$ cat config.mk
export PLATFORM = sky130hd
export DESIGN_NAME = fdivsqrt_issue
export DESIGN_NICKNAME = d
export VERILOG_FILES = /design/src/rtl/fdivsqrt_issue.sv
export SDC_FILE = /design/constraint.sdc
export NUM_CORES = 1
export LEC_CHECK = 0
export CAP_MARGIN = 20
export CORE_UTILIZATION = 35
export CTS_BUF_LIST = sky130_fd_sc_hd__clkbuf_4 sky130_fd_sc_hd__clkbuf_8
export CTS_CLUSTER_SIZE = 24
export DETAILED_ROUTE_END_ITERATION = 8
export HOLD_SLACK_MARGIN = 0.06
export SLEW_MARGIN = 30
export SYNTH_ARGS = -nofsm -noshare
export SYNTH_HDL_FRONTEND = slang
export SYNTH_SLANG_ARGS = --single-unit
export TNS_END_PERCENT = 100
$ cat constraint.sdc
create_clock -name clk -period 2.2 [get_ports clk]
set_input_delay 0.55 -clock clk [delete_from_list [all_inputs] [get_ports clk]]
set_output_delay 0.55 -clock clk [all_outputs]
set_load 0.1 [all_outputs]
$ cat src/rtl/fdivsqrt_issue.sv
// Request-side controller for the iterative divide/sqrt unit: queues requests, launches the divider, returns tagged results.
// Optional watchdog abort is compiled in with FDIVSQRT_ISSUE_WATCHDOG_EN.
module fdivsqrt_issue #(
    parameter int XLEN    = 64,
    parameter int TAGW    = 5,
    parameter int DEPTH   = 2,
    parameter int TIMEOUT = 127
) (
    input  logic            clk,
    input  logic            reset,
    input  logic            ReqValid,
    output logic            ReqReady,
    input  logic [XLEN-1:0] ReqA,
    input  logic [XLEN-1:0] ReqB,
    input  logic [2:0]      ReqOp,
    input  logic            ReqW64,
    input  logic [TAGW-1:0] ReqTag,
    input  logic            FlushE,
    output logic            DivStart,
    output logic [XLEN-1:0] DivA,
    output logic [XLEN-1:0] DivB,
    output logic [2:0]      DivOp,
    output logic            DivW64,
    output logic            DivAbort,
    input  logic            DivBusy,
    input  logic            DivDone,
    input  logic [XLEN-1:0] DivResult,
    output logic            RspValid,
    input  logic            RspReady,
    output logic [XLEN-1:0] RspData,
    output logic [TAGW-1:0] RspTag,
    output logic            RspErr,
    output logic            Idle
);
    localparam int PW = (DEPTH > 1) ? $clog2(DEPTH) : 1;
    localparam int CW = $clog2(DEPTH + 1);

    typedef enum logic [1:0] {S_IDLE, S_LAUNCH, S_WAIT, S_HOLD} state_t;

    state_t          r_state;
    state_t          w_next;
    logic [XLEN-1:0] r_a   [DEPTH];
    logic [XLEN-1:0] r_b   [DEPTH];
    logic [2:0]      r_op  [DEPTH];
    logic            r_w64 [DEPTH];
    logic [TAGW-1:0] r_tag [DEPTH];
    logic [PW-1:0]   r_wptr;
    logic [PW-1:0]   r_rptr;
    logic [CW-1:0]   r_count;
    logic [XLEN-1:0] r_rsp_data;
    logic [TAGW-1:0] r_rsp_tag;
    logic            r_rsp_err;
    logic            w_ready;
    logic            w_empty;
    logic            w_push;
    logic            w_pop;
    logic            w_expire;

    assign w_ready = (r_count != CW'(DEPTH));
    assign w_empty = (r_count == '0);
    // A flush also swallows any push presented in the same cycle.
    assign w_push  = ReqValid && w_ready && !FlushE;
    assign w_pop   = (r_state == S_WAIT) && (DivDone || w_expire) && !FlushE;

`ifdef FDIVSQRT_ISSUE_WATCHDOG_EN
    localparam int WDW = ($clog2(TIMEOUT + 1) > 8) ? $clog2(TIMEOUT + 1) : 8;
    logic [WDW-1:0] r_wd;

    // r_wd holds (WAIT cycles elapsed - 1), so expiry lands on the TIMEOUT-th WAIT cycle.
    assign w_expire = (r_state == S_WAIT) && !DivDone && (r_wd == WDW'(TIMEOUT - 1));

    always_ff @(posedge clk or negedge reset) begin
        if (!reset) begin
            r_wd <= '0;
        end else if (r_state == S_LAUNCH) begin
            r_wd <= '0;
        end else if (r_state == S_WAIT) begin
            r_wd <= r_wd + WDW'(1);
        end
    end
    assign RspErr = r_rsp_err;
`else
    logic w_unused_timeout;
    assign w_unused_timeout = (TIMEOUT == 0);
    assign w_expire = 1'b0;
    assign RspErr   = 1'b0;
`endif

    always_ff @(posedge clk or negedge reset) begin
        if (!reset) begin
            for (int i = 0; i < DEPTH; i++) begin
                r_a[i]   <= '0;
                r_b[i]   <= '0;
                r_op[i]  <= '0;
                r_w64[i] <= 1'b0;
                r_tag[i] <= '0;
            end
            r_wptr  <= '0;
            r_rptr  <= '0;
            r_count <= '0;
        end else if (FlushE) begin
            r_wptr  <= '0;
            r_rptr  <= '0;
            r_count <= '0;
        end else begin
            if (w_push) begin
                r_a[r_wptr]   <= ReqA;
                r_b[r_wptr]   <= ReqB;
                r_op[r_wptr]  <= ReqOp;
                r_w64[r_wptr] <= ReqW64;
                r_tag[r_wptr] <= ReqTag;
                r_wptr        <= r_wptr + PW'(1);
            end
            if (w_pop) begin
                r_rptr <= r_rptr + PW'(1);
            end
            case ({w_push, w_pop})
                2'b10:   r_count <= r_count + CW'(1);
                2'b01:   r_count <= r_count - CW'(1);
                default: r_count <= r_count;
            endcase
        end
    end

    always_ff @(posedge clk or negedge reset) begin
        if (!reset) begin
            r_rsp_data <= '0;
            r_rsp_tag  <= '0;
            r_rsp_err  <= 1'b0;
        end else if (w_pop) begin
            r_rsp_data <= w_expire ? '0 : DivResult;
            r_rsp_tag  <= r_tag[r_rptr];
            r_rsp_err  <= w_expire;
        end
    end

    always_ff @(posedge clk or negedge reset) begin
        if (!reset) begin
            r_state <= S_IDLE;
        end else begin
            r_state <= w_next;
        end
    end

    always_comb begin
        w_next = r_state;
        case (r_state)
            S_IDLE:   if (!w_empty && !DivBusy) w_next = S_LAUNCH;
            S_LAUNCH: w_next = S_WAIT;
            S_WAIT:   if (DivDone || w_expire) w_next = S_HOLD;
            S_HOLD:   if (RspReady) w_next = S_IDLE;
            default:  w_next = S_IDLE;
        endcase
        if (FlushE) w_next = S_IDLE;
    end

    assign ReqReady = w_ready;
    assign DivStart = (r_state == S_LAUNCH) && !FlushE;
    assign DivAbort = (FlushE && ((r_state == S_LAUNCH) || (r_state == S_WAIT))) || (w_expire && !FlushE);
    assign DivA     = r_a[r_rptr];
    assign DivB     = r_b[r_rptr];
    assign DivOp    = r_op[r_rptr];
    assign DivW64   = r_w64[r_rptr];
    assign RspValid = (r_state == S_HOLD);
    assign RspData  = r_rsp_data;
    assign RspTag   = r_rsp_tag;
    assign Idle     = w_empty && (r_state == S_IDLE);

endmodule

==> impl_metrics.yaml, run 1 <==
sta:
  period_minus_slack_ns: 2.57
  final-max-slew-violation-count: 0
  fin_worst_skew_ns: 0.0411
  post-route-period-util: 1.17
  fin_ws_ns: -0.370
  hold_viol_final: 0
  unrepaired_setup_endpoints_after_global_routing: "yes"
  finalSetupViolCount: 133
  tns_ns: -43.67
  clock.fmax_ghz: 0.389
detailed_routing:
  drt_pass1_iterations: 6
  vias_per_cell: 4.60
  routed_length_on_met1_mm: 16.4
  route.met3.wl_mm: 2.21
  routed_wl_mm: 38.7
  wirelength_per_cell_um: 18.8
  drt_first_iter_violations: 246
  highest-signal-layer: "met4"
  detailroute.wirelength.met2_mm: 19.0
  detail-route-antenna-nets: 0
  drc: 0
  num_vias: 9478
global_route:
  via_count_of_the_first_global_routing_pass: 10427
  largest_net_degree_at_the_start_of_global_routing: 61
  grtUsageTotal: 0.172
  overflow: 0
  antenna_violations_before_repair: 2
  grt_first_pass_wirelength_mm: 59.8
final_layout:
  drive_gt1_frac: 0.542
  seqCellArea_um2: 8740
  multi_input_comb_area_um2: 6100
  final_nets: 1640
  fill_cells: 3539
  area_growth_syn_to_layout_pct: 51.8
  layout.cells.non_filler: 2060
yosys:
  synthCells: 933
  yosys.cell_count.top_type: "sky130_fd_sc_hd__dfrtp_1"
  average_cell_area_after_synthesis_um2: 16.4
  synthArstFlopShare: 1.00
  synth.ff_latch_count: 349
  ys_top_cells_by_count: "349 x sky130_fd_sc_hd__dfrtp_1, 304 x sky130_fd_sc_hd__mux2_2, 90 x sky130_fd_sc_hd__mux2_4"
  synth.top_cells.by_area: "sky130_fd_sc_hd__dfrtp_1 57%, sky130_fd_sc_hd__mux2_2 22%, sky130_fd_sc_hd__mux2_4 8.8%"
  mapped_nets: 1145
  synth-edff-count: 0
  synth_warnings: 0
  yosysSeqAreaShare: 0.571
  share_of_the_synthesized_area_in_the_top_cell_type: 0.571
  ys.flop_type: "sky130_fd_sc_hd__dfrtp_1"
  post_synth_num_cell_types: 33
  post-synth-top-area-cell: "sky130_fd_sc_hd__dfrtp_1"
  netlist_area_um2: 15300
clocking:
  tritoncts: "built"
  clock_sink_count: 349
  worstSkewPairLatency_ns: 0.64
  cts.htree.levels: 2
  clock_tree.buffer_depth: 3
  cts_inserted_buffers: 60
  clock-root-buffer: "sky130_fd_sc_hd__clkbuf_8"
  clkSlewWorstSetupHoldPaths_ns: 0.06
outcome:
  failed_checks: "negative setup slack"
  outcome: "finished with violations"
critical_path:
  timing.reg2reg.setup_slack_ns: 0.33
  worst_setup_path_startpoint: "r_rptr$_DFFE_PN0P_"
  rr_worst_depth: 5
  worst_ep_arrival_time_ns: 2.02
  crit_fanout: 22
  reg2reg_to: "r_state[0]$_DFFE_PN0P_"
  path_class: "register to output port"
  worst_r2r_startpoint: "r_state[1]$_DFFE_PN0P_"
  timing.critical_path.slowest_stage_cell: "sky130_fd_sc_hd__dfrtp_4"
  required_ns: 1.65
  cp_slowest_stage_delay_ns: 0.43
  timing.critical_path.from_type: "register"
  cp_cell_sequence: "buf_12 -> buf_16 -> mux2_2 -> buf_12"
  critical_path.endpoint_type: "output port"
  crit_top_cell: "sky130_fd_sc_hd__buf_12"
placement:
  placement.io_buffers: 413
  dpl.hpwl_mm: 27.1
  placed_cells: 1936
  gpl.final_weighted_congestion: 0.751
flow_run:
  cap_viol_max_count: 0
die:
  die_width_um: 211
  boundaryPins: 415
  num_rows: 76
  die-area_um2: 44600
  floorplan.initialDensity: 0.355
  dieHeight_um: 211
  placeableCoreArea_um2: 43100
hold_path:
  worstHoldPathType: "input pin to async pin"
final cells by class:
class,count,share of cell area
multi-input cells,522,0.263
inverters,6,0.000969
repair buffers,489,0.272
flip-flops and latches,349,0.376
well taps,585,0.0315
clock inverters,7,0.00366
clock buffers,100,0.0528
diodes,2,0.000215
critical path, delay by kind of cell, from the launching register on:
kind	cells	cell delay, ns
flip-flops	1	0.43
buffers and inverters	3	0.53
multiplexers	1	0.39
cell usage in the layout, fill, tap and decap left out, drive strengths merged, types with 3 or more instances in the layout:
| cell type | instances |
|---|---|
| clkdlybuf4s50 | 205 |
| nand2 | 7 |
| inv | 6 |
| o21ai | 7 |
| ha | 4 |
| mux2i | 7 |
| mux2 | 471 |
| buf | 281 |
| dfrtp | 349 |
| clkinv | 5 |
| nor2 | 3 |
| clkbuf | 101 |
how the worst max path moves through the flow:
stage                          endpoint  cells past startpoint
floorplan                          Idle                      3
global placement    r_b[66]$_DFFE_PN0P_                      6
detailed placement  r_b[66]$_DFFE_PN0P_                      6
CTS                            DivB[19]                      4
global route                   DivA[19]                      4
finish                         DivA[19]                      4
state kept, by name, summed over array words and instances (netlist names):
signal,count
r_b,128
r_a,128
r_tag,10
r_count,2
r_op,6
RspData,64
RspTag,5
r_wptr,1
r_w64,2
r_state,2
r_rptr,1
per-stage QoR:
stage	hold WS [ns]	utilization	area, um2	worst slack [ns]
after floorplan	0.254	-	15300	-0.194
after global placement	0.463	0.502	21600	-0.174
after detailed placement	0.472	0.502	21600	-0.171
after CTS	0.365	0.537	23100	-0.464
after global routing	0.416	0.539	23200	-0.448
final	0.423	0.539	23200	-0.370
logic make-up after synthesis:
group / Yosys count / share of synthesized area
DFF: 349 / 0.571
AOI/OAI and AO/OA: 13 / 0.00507
other: 1 / 0.000245
xor gates and xnor gates: 1 / 0.000572
buffers and inverters: 62 / 0.0364
and+or+nand+nor: 25 / 0.0108
adders and majority gates: 4 / 0.00327
muxes: 478 / 0.373
timing repair:
item                       CTS  global route
hold endpoints to repair    31             0
setup endpoints to repair  136           136
hold buffers                 1             0
gates cloned                 2             1
setup buffers                9             2
pin swaps                    3             1
gates resized for setup     20             7
routing by layer:
metal  vias to the layer above  track usage
met1                      4822        0.220
met2                       256        0.279
li1                       4324            -
met4                         0       0.0700
met3                        76       0.0410
met5                         -            0
Power of run 1 is left out: the tool's default activity adds up to more than one toggle a clock period on the data nets, which glitch-free logic cannot reach.
==> run 2, diff against run 1 <==
Settings changed: CORE_UTILIZATION 35 to 50, CTS_CLUSTER_DIAMETER set to 60, PLACE_DENSITY set to 0.82.
==> impl_metrics.yaml, run 2 (synthesis gave the netlist of run 1 again) <==
outcome:
  outcome: "finished with violations"
  failed_checks: "negative setup slack"
clocking:
  clkSlewWorstSetupHoldPaths_ns: 0.10
  clock_sink_count: 349
  worstSkewPairLatency_ns: 0.61
  cts_inserted_buffers: 29
  tritoncts: "built"
  clock_tree.buffer_depth: 3
  cts.htree.levels: 1
  clock-root-buffer: "sky130_fd_sc_hd__clkbuf_8"
critical_path:
  timing.critical_path.from_type: "register"
  required_ns: 1.65
  worst_ep_arrival_time_ns: 2.00
  rr_worst_depth: 5
  reg2reg_to: "r_b[103]$_DFFE_PN0P_"
  critical_path.endpoint_type: "output port"
  crit_fanout: 7
  timing.reg2reg.setup_slack_ns: 0.28
  worst_r2r_startpoint: "r_count[0]$_DFFE_PN0P_"
  worst_setup_path_startpoint: "r_rptr$_DFFE_PN0P_"
  path_class: "register to output port"
die:
  placeableCoreArea_um2: 29900
  dieHeight_um: 177
  floorplan.initialDensity: 0.512
  num_rows: 63
  die-area_um2: 31300
  boundaryPins: 415
  die_width_um: 177
detailed_routing:
  num_vias: 9525
  detail-route-antenna-nets: 0
  drt_pass1_iterations: 4
  routed_wl_mm: 39.8
  drt_first_iter_violations: 356
  drc: 0
  vias_per_cell: 5.29
  wirelength_per_cell_um: 22.1
placement:
  gpl.final_weighted_congestion: 0.785
  placed_cells: 1728
  placement.io_buffers: 413
  dpl.hpwl_mm: 26.9
  pre_cts_ws_ns: -0.385
sta:
  post-route-period-util: 1.16
  period_minus_slack_ns: 2.55
  tns_ns: -42.40
  unrepaired_setup_endpoints_after_global_routing: "yes"
  finalSetupViolCount: 134
  fin_worst_skew_ns: 0.0293
  hold_viol_final: 0
  final.hold.worst_slack_ns: 0.460
  fin_ws_ns: -0.354
  final-max-slew-violation-count: 0
  clock.fmax_ghz: 0.392
final_layout:
  layout_commonest_cell: "sky130_fd_sc_hd__dfrtp_1"
  drive_gt1_frac: 0.521
  layout.cells.non_filler: 1802
  area_growth_syn_to_layout_pct: 47.2
  final_nets: 1603
  num_antenna_cells: 0
  highest_count_cells_in_the_layout_ignoring_fill_and_taps: "347 x sky130_fd_sc_hd__dfrtp_1, 277 x sky130_fd_sc_hd__mux2_2, 206 x sky130_fd_sc_hd__clkdlybuf4s50_1, 161 x sky130_fd_sc_hd__buf_12, 117 x sky130_fd_sc_hd__mux2_4"
global_route:
  grtUsageTotal: 0.250
  via_count_of_the_first_global_routing_pass: 10480
  grt_first_pass_wirelength_mm: 60.4
  antenna_violations_before_repair: 0
  overflow: 0
  largest_net_degree_at_the_start_of_global_routing: 53
hold_path:
  worstHoldPathType: "input pin to async pin"
flow_run:
  cap_viol_max_count: 0
## run 2: cell types whose count changed in the layout (fill, tap and decap cells not counted), sizes merged
cell / before / now
buf: 281 / 271
clkdlybuf4s50: 205 / 206
clkinvlp: 0 / 2
clkbuf: 101 / 39
diode: 2 / 0
inv: 6 / 12
clkinv: 5 / 8
dlygate4sd2: 1 / 0
## run 2: worst max path at each step
stage                          end  slack [ns]  cells after the start
6_report                  DivB[57]       -0.35                      4
5_1_grt                   DivB[34]       -0.42                      4
4_1_cts                   DivA[31]       -0.39                      4
3_5_place_dp   r_a[79]$_DFFE_PN0P_       -0.38                      6
3_3_place_gp   r_a[79]$_DFFE_PN0P_       -0.37                      6
2_1_floorplan                 Idle       -0.19                      3
## run 2: what timing repair did
action,4_1_cts,5_1_grt
buffers inserted,9,1
hold buffers,1,0
endpoints found under the hold margin,42,0
pin swaps,1,0
gates resized for setup,31,17
gates cloned,6,5
setup endpoints to repair,135,137
## run 2: final cells by class
cell class	instances	area [um2]
sequential	349	8740
fill	1776	7350
timing repair buffer	483	6420
multi-input combinational	522	6170
tap	390	488
clock buffer	34	455
clock inverter	18	234
inverter	6	22.5
## run 2: per-stage QoR
step / area [um2] / util
detailed placement: 21300 / 0.712
floorplan: 15300 / -
finish: 22500 / 0.754
global placement: 21300 / 0.712
CTS: 22300 / 0.748
global route: 22500 / 0.754
## run 2: per-layer routing
metal,vias to the layer above,GRT usage,routed length [um]
met3,62,0.0470,2190
met4,0,0.0665,951
met2,306,0.417,19900
li1,4240,-,-
met1,4917,0.334,16800
met5,-,0,0
## run 2: worst max-delay path: stages, from the launching register on
cell and delay [ns]:
sky130_fd_sc_hd__dfrtp_4 0.54, sky130_fd_sc_hd__buf_12 0.17, sky130_fd_sc_hd__clkbuf_16 0.17, sky130_fd_sc_hd__mux2_4 0.34
sky130_fd_sc_hd__buf_12 0.17
Power of run 2 is left out for the same reason.
==> run 3, diff against run 2 <==
Settings changed: CORE_ASPECT_RATIO set to 1.4.
==> impl_metrics.yaml, run 3 (synthesis gave the netlist of run 1 again) <==
global_route:
  grtUsageTotal: 0.245
  overflow: 0
  via_count_of_the_first_global_routing_pass: 10700
  antenna_violations_before_repair: 4
  grt_first_pass_wirelength_mm: 59.3
  largest_net_degree_at_the_start_of_global_routing: 62
final_layout:
  finalInstanceArea_um2: 22300
  final_nets: 1615
  highest_count_cells_in_the_layout_ignoring_fill_and_taps: "346 x sky130_fd_sc_hd__dfrtp_1, 296 x sky130_fd_sc_hd__mux2_2, 206 x sky130_fd_sc_hd__clkdlybuf4s50_1, 167 x sky130_fd_sc_hd__buf_12, 122 x sky130_fd_sc_hd__buf_4"
  drive_gt1_frac: 0.523
  area_growth_syn_to_layout_pct: 45.5
  layout_commonest_cell: "sky130_fd_sc_hd__dfrtp_1"
  fill_cells: 1817
clocking:
  worstSkewPairLatency_ns: 0.60
  clock-root-buffer: "sky130_fd_sc_hd__clkbuf_8"
  clkSlewWorstSetupHoldPaths_ns: 0.11
  cts_inserted_buffers: 22
  cts.htree.levels: 1
  clock_sink_count: 349
  tritoncts: "built"
  clock_tree.buffer_depth: 3
critical_path:
  critical_path.endpoint_type: "output port"
  worst_ep_arrival_time_ns: 1.94
  cp_cell_sequence: "buf_12 -> buf_4 -> mux2_2 -> buf_12"
  required_ns: 1.65
  cp_slowest_stage_delay_ns: 0.53
  path_class: "register to output port"
  timing.critical_path.slowest_stage_cell: "sky130_fd_sc_hd__dfrtp_4"
  crit_fanout: 9
  timing.critical_path.max_delay_family: "flip-flops"
  buffers_and_inverters_on_the_worst_path: 3
  crit_top_cell: "sky130_fd_sc_hd__buf_12"
  timing.critical_path.from_type: "register"
detailed_routing:
  detail-route-antenna-nets: 0
  drt_pass1_iterations: 4
  drc: 0
  num_vias: 9469
  drt_first_iter_violations: 260
  wirelength_per_cell_um: 21.0
  vias_per_cell: 5.25
  routed_wl_mm: 38.0
sta:
  final-max-slew-violation-count: 0
  unrepaired_setup_endpoints_after_global_routing: "yes"
  period_minus_slack_ns: 2.49
  slew_at_the_pin_closest_to_its_max_slew_limit_ns: 0.534
  post-route-period-util: 1.13
  clock.fmax_ghz: 0.402
  timing.slew.headroom: 0.644
  final.hold.worst_slack_ns: 0.497
  tns_ns: -34.22
  finalSetupViolCount: 135
  fin_worst_skew_ns: 0.0256
  hold_viol_final: 0
  fin_ws_ns: -0.290
die:
  placeableCoreArea_um2: 30000
  num_rows: 75
  boundaryPins: 415
  floorplan.initialDensity: 0.510
  die_width_um: 150
  die-area_um2: 31300
  dieHeight_um: 209
flow_run:
  cap_viol_max_count: 0
placement:
  pre_cts_ws_ns: -0.176
  postPlaceCellArea_um2: 21500
  gpl.final_weighted_congestion: 0.788
  dpl.hpwl_mm: 28.1
  placement.io_buffers: 413
outcome:
  failed_checks: "negative setup slack"
  outcome: "finished with violations"
hold_path:
  worstHoldPathType: "register to register"
-- run 3: cell types whose count changed in the layout (fill, tap and decap cells not counted), sizes merged --
cell | previous run | this run
bufinv | 2 | 1
buf | 271 | 295
clkbuf | 39 | 24
inv | 12 | 14
clkinv | 8 | 4
clkinvlp | 2 | 0
diode | 0 | 4
-- run 3: stage by stage --
stage | util | instances
floorplan | - | 933
global placement | 0.715 | 1745
detailed placement | 0.715 | 1745
CTS | 0.738 | 1794
global route | 0.742 | 1805
finish | 0.742 | 1805
-- run 3: path summary, 6_finish.rpt --
kind | start | endpoint | slack (ns) | depth (start not counted)
worst max-delay path | r_rptr$_DFFE_PN0P_ | DivA[12] | -0.29 | 4
worst min-delay path | r_a[125]$_DFFE_PN0P_ | r_a[125]$_DFFE_PN0P_ | 0.50 | 1
worst max register to register | r_state[1]$_DFFE_PN0P_ | RspData[6]$_DFFE_PN0P_ | 0.34 | 7
worst min register to register | r_a[125]$_DFFE_PN0P_ | r_a[125]$_DFFE_PN0P_ | 0.50 | 1
max in group asynchronous | reset | r_b[65]$_DFFE_PN0P_ | 0.92 | 3
min in group asynchronous | reset | r_a[121]$_DFFE_PN0P_ | 0.51 | 2
-- run 3: final cells by class --
type | count | area, um2 | area share
clock inverter | 13 | 163 | 0.00730
clock buffer | 24 | 324 | 0.0146
antenna | 4 | 10.0 | 0.000449
tap | 385 | 482 | 0.0216
timing repair buffer | 502 | 6420 | 0.288
inverter | 6 | 22.5 | 0.00101
sequential | 349 | 8740 | 0.392
multi-input combinational | 522 | 6110 | 0.274
-- run 3: routing by layer --
layer | vias up | global-route usage | wire (um)
li1 | 4261 | - | -
met1 | 4862 | 0.287 | 14300
met2 | 263 | 0.437 | 20300
met3 | 83 | 0.0441 | 1900
met4 | 0 | 0.101 | 1470
met5 | - | 0 | 0
-- run 3: repair_timing --
action                                  4_1_cts  5_1_grt
setup buffers                                 9        9
gates cloned                                  2        0
resized for setup                            18       17
pin swaps                                     1        1
hold buffers                                  1        0
hold endpoints to repair                     48        0
endpoints found under the setup margin      135      136
Power of run 3 is left out for the same reason.
